## config.mk

```make
export PLATFORM = sky130hd
export DESIGN_NAME = wb_write_arbiter_flat
export DESIGN_NICKNAME = d
export VERILOG_FILES = /design/src/rtl/wb_write_arbiter_if.sv /design/src/rtl/wb_write_arbiter.sv /design/src/flat_wrapper.sv
export SDC_FILE = /design/constraint.sdc
export NUM_CORES = 1
export LEC_CHECK = 0
export CORE_AREA = 2 2 201 203
export CTS_BUF_LIST = sky130_fd_sc_hd__clkbuf_8
export DETAILED_ROUTE_END_ITERATION = 10
export DIE_AREA = 0 0 203 205
export DONT_BUFFER_PORTS = 1
export GPL_ROUTABILITY_DRIVEN = 1
export SLEW_MARGIN = 5
export SYNTH_ARGS = -nofsm -noshare
export SYNTH_HDL_FRONTEND = slang
export SYNTH_SLANG_ARGS = --single-unit
```

## constraint.sdc

```tcl
create_clock -name clk -period 2.45 [get_ports clk]
set_input_delay 0.245 -clock clk [delete_from_list [all_inputs] [get_ports clk]]
set_output_delay 0.245 -clock clk [all_outputs]
set_load 0.01 [all_outputs]
```

## src/rtl/wb_write_arbiter_if.sv

```systemverilog
// Bundle of the writeback-source, mul/div-source and register-file-write signals
// handled by wb_write_arbiter. The arbiter uses the slave modport.
interface wb_write_arbiter_if;
   // Source B transfers on a rising edge where b_valid && b_ready; b_data/b_reg
   // must hold while b_valid is high and b_ready low. Source A has no ready.
   logic        a_valid;
   logic [4:0]  a_reg;
   logic [31:0] a_data;
   logic        b_valid;
   logic        b_ready;
   logic [4:0]  b_reg;
   logic [31:0] b_data;
   logic        regWrite;
   logic [4:0]  write_reg;
   logic [31:0] write_data_reg;
   logic [31:0] pend_mask;
   logic        stall_req;

   modport slave (
      input  a_valid, a_reg, a_data, b_valid, b_reg, b_data,
      output b_ready, regWrite, write_reg, write_data_reg, pend_mask, stall_req
   );

   modport master (
      output a_valid, a_reg, a_data, b_valid, b_reg, b_data,
      input  b_ready, regWrite, write_reg, write_data_reg, pend_mask, stall_req
   );
endinterface

```

## src/rtl/wb_write_arbiter.sv

```systemverilog
// Register-file write-port arbiter: A (writeback) always wins, B (mul/div) is buffered.
// Optional trace printing is enabled by defining WB_WRITE_TRACE_EN.
module wb_write_arbiter #(
   parameter int DEPTH        = 4,
   parameter int STARVE_LIMIT = 8
) (
   input logic              clk,
   input logic              rst,
   wb_write_arbiter_if.slave bus
);
   localparam int AW = $clog2(DEPTH);
   localparam int HW = $clog2(STARVE_LIMIT + 1);
   localparam logic [AW:0]   PTR_ONE = 1;
   localparam logic [HW-1:0] AGE_ONE = 1;
   localparam logic [HW-1:0] AGE_LIM = HW'(STARVE_LIMIT);

   logic [AW:0]      wr_ptr, rd_ptr;
   logic [AW-1:0]    wr_idx, rd_idx;
   logic [DEPTH-1:0] live;
   logic [4:0]       ent_reg  [DEPTH];
   logic [31:0]      ent_data [DEPTH];
   logic [HW-1:0]    head_age;
   logic             wr_en_q;
   logic [4:0]       wr_reg_q;
   logic [31:0]      wr_data_q;

   logic empty, full, head_live, head_dead, accept, pop, a_kill, enq_live;
   logic [31:0] pend;

   assign wr_idx    = wr_ptr[AW-1:0];
   assign rd_idx    = rd_ptr[AW-1:0];
   assign empty     = (wr_ptr == rd_ptr);
   assign full      = (wr_ptr[AW] != rd_ptr[AW]) && (wr_idx == rd_idx);
   assign head_live = !empty && live[rd_idx];
   assign head_dead = !empty && !live[rd_idx];
   assign accept    = bus.b_valid && bus.b_ready;
   // A dead head drains even under A traffic; a live head only when A is idle.
   assign pop       = head_dead || (head_live && !bus.a_valid);
   assign a_kill    = bus.a_valid && (bus.a_reg != 5'd0);
   // B is older than a same-cycle A to the same register, so it is born dead.
   assign enq_live  = (bus.b_reg != 5'd0) && !(bus.a_valid && (bus.a_reg == bus.b_reg));

   always_ff @(posedge clk) begin
      if (accept) begin
         ent_reg[wr_idx]  <= bus.b_reg;
         ent_data[wr_idx] <= bus.b_data;
      end
   end

   always_ff @(posedge clk) begin
      if (rst) begin
         wr_ptr    <= '0;
         rd_ptr    <= '0;
         live      <= '0;
         head_age  <= '0;
         wr_en_q   <= 1'b0;
         wr_reg_q  <= 5'd0;
         wr_data_q <= 32'd0;
      end else begin
         for (int i = 0; i < DEPTH; i++) begin
            if (a_kill && live[i] && (ent_reg[i] == bus.a_reg)) live[i] <= 1'b0;
         end
         // Popped slots are cleared so live[] alone describes occupancy for pend_mask.
         if (pop) begin
            live[rd_idx] <= 1'b0;
            rd_ptr       <= rd_ptr + PTR_ONE;
         end
         if (accept) begin
            live[wr_idx] <= enq_live;
            wr_ptr       <= wr_ptr + PTR_ONE;
         end

         if (bus.a_valid) begin
            wr_en_q   <= (bus.a_reg != 5'd0);
            wr_reg_q  <= bus.a_reg;
            wr_data_q <= bus.a_data;
         end else if (head_live) begin
            wr_en_q   <= 1'b1;
            wr_reg_q  <= ent_reg[rd_idx];
            wr_data_q <= ent_data[rd_idx];
         end else begin
            wr_en_q   <= 1'b0;
         end

         if (head_live && !pop) begin
            if (head_age != AGE_LIM) head_age <= head_age + AGE_ONE;
         end else begin
            head_age <= '0;
         end
      end
   end

   always_comb begin
      pend = '0;
      for (int i = 0; i < DEPTH; i++) begin
         if (live[i]) pend[ent_reg[i]] = 1'b1;
      end
      if (wr_en_q) pend[wr_reg_q] = 1'b1;
      pend[0] = 1'b0;
   end

   // Outputs are forced quiet for the whole time rst is held.
   assign bus.b_ready        = !rst && !full;
   assign bus.regWrite       = !rst && wr_en_q;
   assign bus.write_reg      = rst ? 5'd0  : wr_reg_q;
   assign bus.write_data_reg = rst ? 32'd0 : wr_data_q;
   assign bus.pend_mask      = rst ? 32'd0 : pend;
   assign bus.stall_req      = !rst && (head_age >= AGE_LIM);

`ifdef WB_WRITE_TRACE_EN
   always_ff @(posedge clk) begin
      if (!rst) begin
         if (a_kill)
            $display("WB %s r%0d <= %h", "A", bus.a_reg, bus.a_data);
         else if (!bus.a_valid && head_live)
            $display("WB %s r%0d <= %h", "B", ent_reg[rd_idx], ent_data[rd_idx]);
         if (head_dead)
            $display("WB kill r%0d", ent_reg[rd_idx]);
      end
   end
`else
   // Trace disabled: no simulation output.
`endif
endmodule

```

## src/flat_wrapper.sv

```systemverilog
// flat-port wrapper written by rule: the top's interface ports become plain ports
module wb_write_arbiter_flat 
#(
   parameter int DEPTH        = 4,
   parameter int STARVE_LIMIT = 8
)
  (clk, rst, bus_a_valid, bus_a_reg, bus_a_data, bus_b_valid, bus_b_reg, bus_b_data, bus_b_ready, bus_regWrite, bus_write_reg, bus_write_data_reg, bus_pend_mask, bus_stall_req);
  wb_write_arbiter_if bus_i ();
  input logic clk;
  input logic rst;
  input wire logic [$bits(bus_i.a_valid)-1:0] bus_a_valid;
  input wire logic [$bits(bus_i.a_reg)-1:0] bus_a_reg;
  input wire logic [$bits(bus_i.a_data)-1:0] bus_a_data;
  input wire logic [$bits(bus_i.b_valid)-1:0] bus_b_valid;
  input wire logic [$bits(bus_i.b_reg)-1:0] bus_b_reg;
  input wire logic [$bits(bus_i.b_data)-1:0] bus_b_data;
  output wire logic [$bits(bus_i.b_ready)-1:0] bus_b_ready;
  output wire logic [$bits(bus_i.regWrite)-1:0] bus_regWrite;
  output wire logic [$bits(bus_i.write_reg)-1:0] bus_write_reg;
  output wire logic [$bits(bus_i.write_data_reg)-1:0] bus_write_data_reg;
  output wire logic [$bits(bus_i.pend_mask)-1:0] bus_pend_mask;
  output wire logic [$bits(bus_i.stall_req)-1:0] bus_stall_req;
  assign bus_i.a_valid = bus_a_valid;
  assign bus_i.a_reg = bus_a_reg;
  assign bus_i.a_data = bus_a_data;
  assign bus_i.b_valid = bus_b_valid;
  assign bus_i.b_reg = bus_b_reg;
  assign bus_i.b_data = bus_b_data;
  assign bus_b_ready = bus_i.b_ready;
  assign bus_regWrite = bus_i.regWrite;
  assign bus_write_reg = bus_i.write_reg;
  assign bus_write_data_reg = bus_i.write_data_reg;
  assign bus_pend_mask = bus_i.pend_mask;
  assign bus_stall_req = bus_i.stall_req;
  wb_write_arbiter #(.DEPTH(DEPTH), .STARVE_LIMIT(STARVE_LIMIT)) u_core (.clk(clk), .rst(rst), .bus(bus_i));
endmodule
```

* Word level (Yosys, flattened, before mapping)
Memory sizes are Yosys's and may differ from the RTL's. A register that Yosys moved wholly into a read port is not among the register bits. Index checks and enable logic that the tools add are counted.
Storage, ports and cells: word-level logic and storage cells 130, input port bits 78, bits in writable memories 148, memories kept 2, register bits 52, output and inout bits 72
Cells by class: equal/unequal tests 9, order comparisons 15, reductions and logical operators 39, bitwise gates (word level) 7, muxes and demuxes 48, add/subtract/negate cells 3
Memory list:
- u_core.ent_data | depth 4, bits a word 32, read ports 1, clocked after Yosys merged registers in 1, write ports 1, line wb_write_arbiter.sv:21 | logic [31:0] ent_data [DEPTH];
- u_core.ent_reg | depth 4, bits a word 5, read ports 5, clocked after Yosys merged registers in 1, write ports 1, line wb_write_arbiter.sv:20 | logic [4:0] ent_reg [DEPTH];
Operators with widths (count):
- 2-to-1 mux 32 bit | 9
- OR 32 bit | 4
- < comparator 5 x 6 -> 1 bit, second input constant | 5
- logical AND 1 bit | 27
- demux 1 bit (select 5 bit) | 5
- == test 5 bit | 5
- greater-or-equal comparator 5 x 1 -> 1 bit, second input constant | 5
- 2-to-1 mux 1 bit | 20
- 2-to-1 mux 5 bit | 3
- 2-to-1 mux 4 bit | 3
- nonzero test 5 bit | 2
- 2-to-1 mux 2 bit | 4
- zero test 1 bit | 7
- adder 3 x 1 -> 3 bit, second input constant | 2
- < comparator 2 x 3 -> 1 bit, second input constant | 2
- adder 4 x 1 -> 4 bit, second input constant | 1
- AND 4 bit | 1
- bitwise mux 4 bit | 1
- demux 1 bit (select 2 bit) | 2
- greater-or-equal comparator 2 x 1 -> 1 bit, second input constant | 2
- greater-or-equal comparator 4 bit, second input constant | 1
- != test 4 bit, second input constant | 1
- inverter 4 bit | 1
- == test 3 bit | 1
- other kinds (7) | 7

* Logic depth before layout (Yosys ltp)
Gate-level depths: netlist of the first run. An unclocked memory read counts as a cell.
word-level depth 15, gate-level depth with buffers 6

* Worst setup path after synthesis of the first run
No wires, ideal clock.
path type register -> register, start point reg u_core.rd_ptr[0], end point mem u_core.ent_data[3][0], enable pin, required time 2.058 ns, setup slack 0.110 ns, stages on the path, launching flop included 4, arrival 1.948 ns, cell sequence dfxtp_1 > xor2_1 > o311ai_0 > inv_1
Between the ends: longest elaborated chain between the ends 7
RTL lines:
- from (decl) | line wb_write_arbiter.sv:17 | logic [AW:0] wr_ptr, rd_ptr;
- from (signal assigned) | line wb_write_arbiter.sv:66 | rd_ptr <= rd_ptr + PTR_ONE;
- == test 2 bit | line wb_write_arbiter.sv:33 | assign full = (wr_ptr[AW] != rd_ptr[AW]) && (wr_idx == rd_idx);
- logical AND 1 bit | line wb_write_arbiter.sv:33
- zero test 1 bit | line wb_write_arbiter.sv:103 | assign bus.b_ready = !rst && !full;
- logical AND 1 bit | line wb_write_arbiter.sv:103
- logical AND 1 bit | line wb_write_arbiter.sv:36 | assign accept = bus.b_valid && bus.b_ready;
- 2-to-1 mux 1 bit | line wb_write_arbiter.sv:44 | if (accept) begin
- 2-to-1 mux 1 bit (not written as such) | line wb_write_arbiter.sv:46 | ent_data[wr_idx] <= bus.b_data;
- to (decl) | line wb_write_arbiter.sv:21
No other way between the ends.

==> results.py, run 1 <==
metrics = {
    "status": {
        "outcome": "finished, final reports clean",
    },
    "critical_path": {
        "crit_path_start_kind": "flip-flop",
        "crit_required_ns": 2.20,
        "r2r_cells": 5,
        "cp.arrival_ns": 2.15,
        "crit_path_end_kind": "primary output",
        "cp_max_fo": 10,
        "path_class": "reg2out",
    },
    "sta": {
        "fin_crit_ns": 2.40,
        "worst_slew_pin_slew_ns": 0.810,
        "slew_headroom": 0.460,
        "final-max-slew-violation-count": 0,
        "hold_viol": 0,
        "worst_clock_skew_ns": 0.0268,
        "setup_viol": 0,
        "tns_ns": 0,
        "fmax_ghz": 0.417,
        "fin_crit_sh": 0.978,
    },
    "synth": {
        "synth-seq-area-share": 0.565,
        "netlist_area_sq_um": 9780,
        "synthDominantCellAreaShare": 0.454,
        "yosys.area.top_type": "edfxtp_1",
        "yosys-top-cells-area": "edfxtp_1, dfxtp_1, mux4_2",
        "synth_edf_count": 148,
        "ys_types": 44,
        "netlist_instances": 813,
        "synth-async-reset-ratio": 0,
        "ys_ff_latch": 202,
        "synth.most_common_cell": "edfxtp_1",
        "ys.flop_type": "edfxtp_1",
        "yosys-top-cells-count": "edfxtp_1, nand2_1, a22oi_1, nor2_1, dfxtp_1",
        "syn-num-nets": 901,
        "ys_warn_count": 0,
        "avgSynthCellArea_sq_um": 12.0,
    },
    "placed_design": {
        "globalplace.congestion": 0.862,
        "dp_hpwl_microns": 19200,
        "portBuffers": 0,
    },
    "global_routing": {
        "antenna_found_initial": 0,
        "grt_util_all_layers": 0.140,
        "grt_pass1_wl_microns": 44600,
        "grt_max_degree": 79,
        "grt_pass1_vias": 7245,
        "grt-ovfl-total": 0,
    },
    "clock_tree": {
        "clk_path_buf_depth": 3,
        "cts_sinks": 202,
        "post_cts.repair.setup_buffers": 0,
        "cts-buffers-inserted": 37,
        "root_buffer": "clkbuf_8",
        "cts_tree": "built",
        "cts.htree.levels": 2,
        "clk_pin_slew_ns": 0.05,
        "clk_latency_ns": 0.51,
    },
    "routing": {
        "wl_per_cell_microns": 20.7,
        "vias_per_cell": 5.03,
        "vias": 7254,
        "remaining_drc_errors": 0,
        "drt_wl_total_microns": 29900,
        "ant_nets": 0,
        "first_iter_violations": 542,
        "first_pass_iters": 10,
    },
    "floorplan": {
        "dieWidth_microns": 203,
        "die_area_sq_um": 41600,
        "core_region_area_sq_um": 39400,
        "ios": 150,
        "num_rows": 73,
        "fp.dieH_microns": 205,
        "start_util": 0.248,
    },
    "pwr": {
        "leakagePower_nw": 3.88,
        "ir_worst_vdd_mv": 0.389,
        "p_per_area_nw_per_um2": 757,
        "power_w": 0.00913,
    },
    "layout": {
        "diodes": 0,
        "nNetsFinal": 977,
        "utilization": 0.306,
        "largest_reg_flops": 128,
        "drive_gt1_frac": 0.162,
        "syn2layout_area_growth_pct": 23.3,
    },
    "flow_run": {
        "drv_cap": 0,
    },
    "min_path": {
        "hold_depth": 2,
        "hold_path.class": "in2reg",
    },
}
per-stage QoR:
step | setup WS (ns) | hold slack [ns] | std cells | area (sq um)
after floorplan | 0.110 | 0.344 | 813 | 9780
after global placement | 0.406 | 0.339 | 1301 | 10500
after detailed placement | 0.329 | 0.344 | 1301 | 10500
after CTS | 0.0335 | 0.00276 | 1443 | 12000
after global routing | -0.0240 | 0.0240 | 1443 | 12100
final | 0.0534 | 0.0421 | 1443 | 12100
worst paths after layout:
path                                                       start                                to  slack, ns
worst max-delay path              u_core.ent_reg[0][4]$_DFFE_PP_                  bus_pend_mask[3]       0.05
worst min-delay path                                 bus_a_valid   u_core.head_age[2]$_SDFFE_PP0N_       0.04
worst max register to register     u_core.rd_ptr[0]$_SDFFE_PP0N_   u_core.wr_reg_q[2]$_SDFFE_PP0P_       0.27
worst min register to register  u_core.wr_data_q[2]$_SDFFE_PP0P_  u_core.wr_data_q[2]$_SDFFE_PP0P_       0.47
where the power goes:
part / leakage [nW] / switching [W] / internal (W)
Sequential: 1.79 / 0.000256 / 0.00387
Combinational: 1.66 / 0.000867 / 0.000891
Clock: 0.432 / 0.00136 / 0.00189
Total: 3.88 / 0.00248 / 0.00665
critical path, cell delays in order, from the launching register on:
cell and delay [ns]:
edfxtp_1 0.60, nor3_1 0.40, a22oi_1 0.15, a31oi_1 0.49
per-layer routing:
metal	track usage	part of all wire	wire length [microns]	vias up
met1	0.187	0.43	12900	3574
met3	0.0323	0.079	2370	70
met4	0.0461	0.027	818	0
met5	0	0	0	-
met2	0.225	0.46	13800	373
li1	-	-	-	3237
repair_timing:
item                                    in CTS  in global routing
resized for setup                            0                 17
endpoints found under the setup margin       0                 15
hold buffers                                74                  0
endpoints found under the hold margin      194                  0
cells by family after synthesis:
logic type	after synthesis	share of synthesized area
AO/OA/AOI/OAI	158	0.122
other	1	0.000383
adder cells (fa/ha/maj)	10	0.0128
buffers and inverters	83	0.0356
XOR/XNOR	36	0.0330
AND/OR/NAND/NOR	282	0.140
multiplexers	41	0.0906
flip-flops	202	0.565
cell usage in the layout (no fill, tap or decap), types with 2 or more instances in the layout:
cell type	netlist	layout
inv_2	0	5
a311oi_1	37	37
nand2_1	118	118
xor2_1	5	5
and3b_1	15	14
buf_4	2	24
bufinv_16	0	3
buf_12	0	7
o311ai_0	7	7
and3_1	10	10
clkinvlp_4	0	3
a222oi_1	2	2
o21ai_0	6	6
nand3_1	6	6
edfxtp_1	148	148
dfxtp_1	54	52
mux4_2	38	38
nor2_1	58	58
mux2i_1	3	3
o31ai_1	2	2
clkbuf_8	0	42
dlygate4sd3_1	0	73
nor2b_1	43	43
clkinv_2	0	3
a22oi_1	60	60
inv_1	16	24
nor3_1	6	6
a21oi_1	5	5
nor3b_2	0	13
o22ai_1	4	4
a31oi_2	0	3
a31oi_1	30	27
ha_1	10	10
xnor2_1	30	30
nor3b_1	20	7
clkinv_1	0	4
area by class of cell:
type	instances	area, sq um
clock buffer	42	578
clock inverter	26	191
multi-input combinational	528	3990
fill	3966	27300
inverter	16	60.1
sequential	202	5530
tap	525	657
timing repair buffer	104	1050
(Power assumes the default switching activity.)
==> run 2: changes to the inputs <==
CTS_BUF_LIST = default   (was sky130_fd_sc_hd__clkbuf_8)
==> run 2 against run 1 <==
Via count shrank 1.9%. Sequential share of layout area grew 0.30 points. Maximum frequency is 0.32% higher. Clock-buffer cell count fell by 10. Hold slack better by 0.0024 ns. Design area decreased by 0.65%. Clock power is 2% lower. Clock skew decreased by 0.0079 ns. Core utilization shrank 0.20 points. Final cell count down 2.0%. Setup slack gained 0.0077 ns. Largest cell class unchanged.
==> results.py, run 2 (synthesis results as in run 1) <==
metrics = {
    "routing": {
        "vias_per_cell": 5.03,
        "first_pass_iters": 6,
        "first_iter_violations": 641,
        "ant_nets": 0,
        "wl_per_cell_microns": 20.8,
        "remaining_drc_errors": 0,
        "vias": 7117,
        "drt_wl_total_microns": 29400,
    },
    "placed_design": {
        "portBuffers": 0,
        "dp_hpwl_microns": 19200,
        "dp_slack_ns": 0.329,
        "globalplace.congestion": 0.862,
    },
    "global_routing": {
        "grt-ovfl-total": 0,
        "grt_max_degree": 79,
        "grt_pass1_vias": 6996,
        "grt_pass1_wl_microns": 44200,
        "antenna_found_initial": 0,
        "grt_util_all_layers": 0.138,
    },
    "sta": {
        "final-max-slew-violation-count": 0,
        "worst_clock_skew_ns": 0.0189,
        "slew_headroom": 0.455,
        "fmax_ghz": 0.419,
        "hold_slack_ns": 0.0445,
        "fin_crit_ns": 2.39,
        "setup_viol": 0,
        "worst_slew_pin_slew_ns": 0.818,
        "setup_slack_ns": 0.0611,
        "fin_crit_sh": 0.975,
        "rsz0062_at_grt": "yes",
        "hold_viol": 0,
        "tns_ns": 0,
    },
    "critical_path": {
        "crit_path_start_kind": "flip-flop",
        "cp_top_family": "flip-flops",
        "critical_path.max_stage_delay_ns": 0.64,
        "path_class": "reg2out",
        "path_cells": "nor3b_1, a22oi_1, a31oi_1",
        "crit_slowest_cell": "edfxtp_1",
        "cp_max_fo": 10,
        "cp.arrival_ns": 2.14,
        "crit_required_ns": 2.20,
        "critPathBufInv": 0,
        "crit_path_end_kind": "primary output",
        "reg2reg_slack_ns": 0.30,
    },
    "floorplan": {
        "dieWidth_microns": 203,
        "start_util": 0.248,
        "fp.dieH_microns": 205,
        "die_area_sq_um": 41600,
        "ios": 150,
        "core_region_area_sq_um": 39400,
        "num_rows": 73,
    },
    "pwr": {
        "power_frac_seq": 0.454,
        "switchingPower_w": 0.00238,
        "p_int_w": 0.00669,
        "leakagePower_nw": 3.79,
        "ir_worst_vdd_mv": 0.533,
        "p_per_area_nw_per_um2": 757,
        "clkPwrFrac": 0.352,
        "swShare": 0.263,
        "pwr-share-comb": 0.193,
    },
    "clock_tree": {
        "post_cts.repair.setup_buffers": 0,
        "cts.htree.levels": 1,
        "root_buffer": "clkbuf_16",
        "cts-buffers-inserted": 22,
        "clk_path_buf_depth": 3,
        "clk_pin_slew_ns": 0.06,
        "cts_tree": "built",
        "clk_latency_ns": 0.50,
        "cts_sinks": 202,
    },
    "min_path": {
        "hold_path.class": "in2reg",
    },
    "layout": {
        "syn2layout_area_growth_pct": 22.5,
        "regArea_sq_um": 5530,
        "diodes": 0,
        "largest_reg_flops": 128,
        "nFillCells": 3953,
        "layout_common_cells": "edfxtp_1, nand2_1, dlygate4sd3_1, a22oi_1, nor2_1",
        "drive_gt1_frac": 0.141,
        "multi_input_area_sq_um": 3990,
        "nNetsFinal": 962,
        "mostFrequentLayoutCell": "edfxtp_1",
    },
    "status": {
        "outcome": "finished, final reports clean",
    },
    "flow_run": {
        "drv_cap": 0,
    },
}
run 2: tightest hold or removal path: cells and delay by family:
kind / cells / cell delay (ns)
compound gates: 1 / 0.11
xor+xnor: 1 / 0.08
simple gates: 1 / 0.07
run 2: worst paths after layout:
kind                               startpoint                                to  depth (start not counted)
max            u_core.ent_reg[1][4]$_DFFE_PP_                 bus_pend_mask[18]                          3
min                               bus_b_valid     u_core.wr_ptr[0]$_SDFFE_PP0P_                          3
max reg2reg     u_core.wr_ptr[1]$_SDFFE_PP0P_   u_core.wr_reg_q[3]$_SDFFE_PP0P_                          5
min reg2reg  u_core.wr_data_q[2]$_SDFFE_PP0P_  u_core.wr_data_q[2]$_SDFFE_PP0P_                          2
run 2: per-layer routing:
metal / vias to the layer above / part of all wire / wire length [microns] / GRT usage
li1: 3197 / - / - / -
met1: 3475 / 0.43 / 12500 / 0.190
met2: 378 / 0.46 / 13600 / 0.224
met3: 67 / 0.089 / 2610 / 0.0267
met4: 0 / 0.023 / 690 / 0.0334
met5: - / 0 / 0 / 0
run 2: through the flow:
stage / cell area, sq um / instances / total power, W / util
6_report: 12000 / 1414 / 0.00907 / 0.304
5_1_grt: 12000 / 1414 / 0.00952 / 0.304
4_1_cts: 11900 / 1414 / 0.00919 / 0.302
3_5_place_dp: 10500 / 1301 / 0.00583 / 0.266
3_3_place_gp: 10500 / 1301 / 0.00581 / 0.266
2_1_floorplan: 9780 / 813 / 0.00536 / -
run 2: power by group through the flow:
stage | Clock (W) | Sequential, W | Combinational [W]
after floorplan | 0 | 0.00401 | 0.00135
after global placement | 0 | 0.00419 | 0.00162
after detailed placement | 0 | 0.00420 | 0.00163
after CTS | 0.00329 | 0.00412 | 0.00178
after global routing | 0.00343 | 0.00415 | 0.00193
final | 0.00320 | 0.00412 | 0.00175
run 2: final cells by class:
class	instances	area share
tap	525	0.0548
sequential	202	0.462
multi-input combinational	528	0.333
clock inverter	7	0.00689
inverter	16	0.00501
timing repair buffer	104	0.0877
clock buffer	32	0.0509
run 2: repair_timing:
action                                 4_1_cts  5_1_grt
gates resized for setup                      0       16
setup endpoints to repair                    0       14
endpoints found under the hold margin      194        0
hold buffers                                74        0
==> run 3: changes to the inputs <==
--- a/config.mk
+++ b/config.mk
@@ -11,4 +11,5 @@
 export DONT_BUFFER_PORTS = 1
 export GPL_ROUTABILITY_DRIVEN = 1
+export SETUP_SLACK_MARGIN = 0.4
 export SLEW_MARGIN = 5
 export SYNTH_ARGS = -nofsm -noshare
==> constraint.sdc (replaced) <==
create_clock -name clk -period 2.45 [get_ports clk]
set_input_delay 0.49 -clock clk [delete_from_list [all_inputs] [get_ports clk]]
set_output_delay 0.49 -clock clk [all_outputs]
set_load 0.01 [all_outputs]
==> run 3 against run 2 <==
The run now ends with negative setup slack left. Largest power group unchanged. Critical endpoint is now bus_pend_mask[25]. Sequential power down 2%. Global-route usage about the same. Via count up 1.4%. Critical path type unchanged. Final cell count up 0.28%. Non-clock buffer count up 1. Combinational power up 7%.
==> results.py, run 3 (synthesis results as in run 1) <==
metrics = {
    "global_routing": {
        "grtUsageMet3": 0.0266,
        "met1_usage": 0.182,
        "grt_pass1_vias": 7008,
        "grt_util_all_layers": 0.138,
        "use_met2": 0.233,
        "grt_max_degree": 123,
        "grt-ovfl-total": 0,
        "grt.busiest_layer": "met2",
        "antenna_found_initial": 0,
        "grt_pass1_wl_microns": 44200,
    },
    "routing": {
        "wl_per_cell_microns": 21.5,
        "first_iter_violations": 581,
        "first_pass_iters": 5,
        "drt_wl_total_microns": 30500,
        "vias_per_cell": 5.09,
        "ant_nets": 0,
        "remaining_drc_errors": 0,
        "vias": 7219,
    },
    "floorplan": {
        "core_region_area_sq_um": 39400,
        "fp.dieH_microns": 205,
        "num_rows": 73,
        "dieWidth_microns": 203,
        "ios": 150,
        "start_util": 0.248,
        "die_area_sq_um": 41600,
    },
    "placed_design": {
        "dpl_cell_area_sq_um": 10500,
        "dp_slack_ns": 0.224,
        "dp_hpwl_microns": 19100,
        "globalplace.congestion": 0.900,
        "portBuffers": 0,
    },
    "sta": {
        "hold_slack_ns": 0.0688,
        "slew_headroom": 0.513,
        "fin_crit_sh": 1.01,
        "rsz0062_at_grt": "yes",
        "worst_slew_pin_slew_ns": 0.729,
        "fin_crit_ns": 2.48,
        "worst_clock_skew_ns": 0.0134,
        "final-max-slew-violation-count": 0,
        "fmax_ghz": 0.403,
        "setup_viol": 1,
        "setup_slack_ns": -0.0315,
        "hold_viol": 0,
    },
    "clock_tree": {
        "cts_tree": "built",
        "holdBufCountCts": 0,
        "clk_pin_slew_ns": 0.06,
        "clk_latency_ns": 0.51,
        "root_buffer": "clkbuf_16",
        "clk_path_buf_depth": 3,
        "cts-buffers-inserted": 23,
        "cts.htree.levels": 1,
        "cts_sinks": 202,
    },
    "critical_path": {
        "rr_startpoint": "u_core.ent_reg[0][3]$_DFFE_PP_",
        "cp_max_fo": 5,
        "crit_path_start_kind": "flip-flop",
        "r2r_cells": 7,
        "crit_slowest_cell": "edfxtp_1",
        "path_cells": "and3b_2, buf_6, a22oi_1, a31oi_4",
        "r2r-end": "u_core.live[0]$_SDFF_PP0_",
        "crit_path_end_kind": "primary output",
        "reg2reg_slack_ns": 0.49,
        "crit_required_ns": 1.96,
        "critical_path.max_stage_delay_ns": 0.52,
        "path_class": "reg2out",
        "cp.arrival_ns": 1.99,
    },
    "flow_run": {
        "drv_cap": 0,
    },
    "layout": {
        "syn2layout_area_growth_pct": 32.0,
        "design_area_sq_um": 12900,
        "diodes": 0,
        "layout_common_cells": "edfxtp_1, nand2_1, buf_4, nor2_1, nor2b_1",
        "nNetsFinal": 964,
        "largest_reg_flops": 128,
        "utilization": 0.328,
        "mostFrequentLayoutCell": "edfxtp_1",
        "nFillCells": 3831,
        "drive_gt1_frac": 0.375,
    },
    "pwr": {
        "p_per_area_nw_per_um2": 709,
        "power_w": 0.00915,
        "ir_worst_vdd_mv": 0.535,
        "leakagePower_nw": 4.04,
    },
    "min_path": {
        "hold_depth": 0,
        "worst_hold_path.endpoint": "u_core.ent_data[1][4]$_DFFE_PP_",
        "min_from": "bus_b_data[4]",
        "hold_path.class": "in2reg",
    },
    "status": {
        "failed_checks": "negative setup slack",
        "outcome": "finished with violations",
    },
}
==> run 3: cell type report <==
type / instances / area (sq um) / share of cell area
Tap cell: 525 / 657 / 0.0509
Inverter: 16 / 60.1 / 0.00465
Multi-Input combinational cell: 528 / 4860 / 0.376
Sequential cell: 202 / 5550 / 0.430
Clock buffer: 30 / 642 / 0.0497
Timing Repair Buffer: 105 / 1060 / 0.0823
Clock inverter: 12 / 82.6 / 0.00640
==> run 3: what timing repair did <==
action	in CTS	in global routing
setup endpoints to repair	135	141
cloned	0	0
pin swaps	29	47
resized for setup	99	124
setup buffers	44	29
endpoints found under the hold margin	0	0
==> run 3: worst max path at each step <==
stage                                            end  cells after the start                           start
global placement    u_core.ent_data[3][13]$_DFFE_PP_                      4   u_core.rd_ptr[0]$_SDFFE_PP0N_
floorplan            u_core.ent_data[3][0]$_DFFE_PP_                      3   u_core.rd_ptr[1]$_SDFFE_PP0N_
global route                        bus_pend_mask[2]                      5  u_core.ent_reg[0][3]$_DFFE_PP_
finish                             bus_pend_mask[25]                      4  u_core.ent_reg[3][0]$_DFFE_PP_
CTS                                bus_pend_mask[30]                      3  u_core.ent_reg[0][0]$_DFFE_PP_
detailed placement  u_core.ent_data[3][20]$_DFFE_PP_                      4   u_core.rd_ptr[0]$_SDFFE_PP0N_
==> run 3: power by group <==
part	switching [W]	internal (W)	total (W)	leakage [nW]
logic	0.000976	0.000897	0.00187	1.89
registers	0.000164	0.00387	0.00404	1.80
clock network	0.00139	0.00186	0.00325	0.353
total	0.00253	0.00663	0.00915	4.04
==> run 3: metrics by stage <==
step	instances	setup TNS [ns]
2_1_floorplan	813	0
3_3_place_gp	1303	0
3_5_place_dp	1303	0
4_1_cts	1389	0
5_1_grt	1418	-0.153
6_report	1418	-0.0315
==> run 3: layer usage <==
| metal | share of wire | wire, microns | vias to the layer above |
|---|---|---|---|
| met5 | 0 | 0 | - |
| met4 | 0.028 | 856 | 0 |
| met3 | 0.072 | 2190 | 70 |
| met2 | 0.48 | 14700 | 326 |
| met1 | 0.42 | 12700 | 3610 |
| li1 | - | - | 3213 |
==> run 3: critical path, delay by kind of cell, from the launching register on <==
kind,cells,cell delay (ns)
simple gates,1,0.29
flops,1,0.52
buf+inv,1,0.14
compound gates,2,0.53
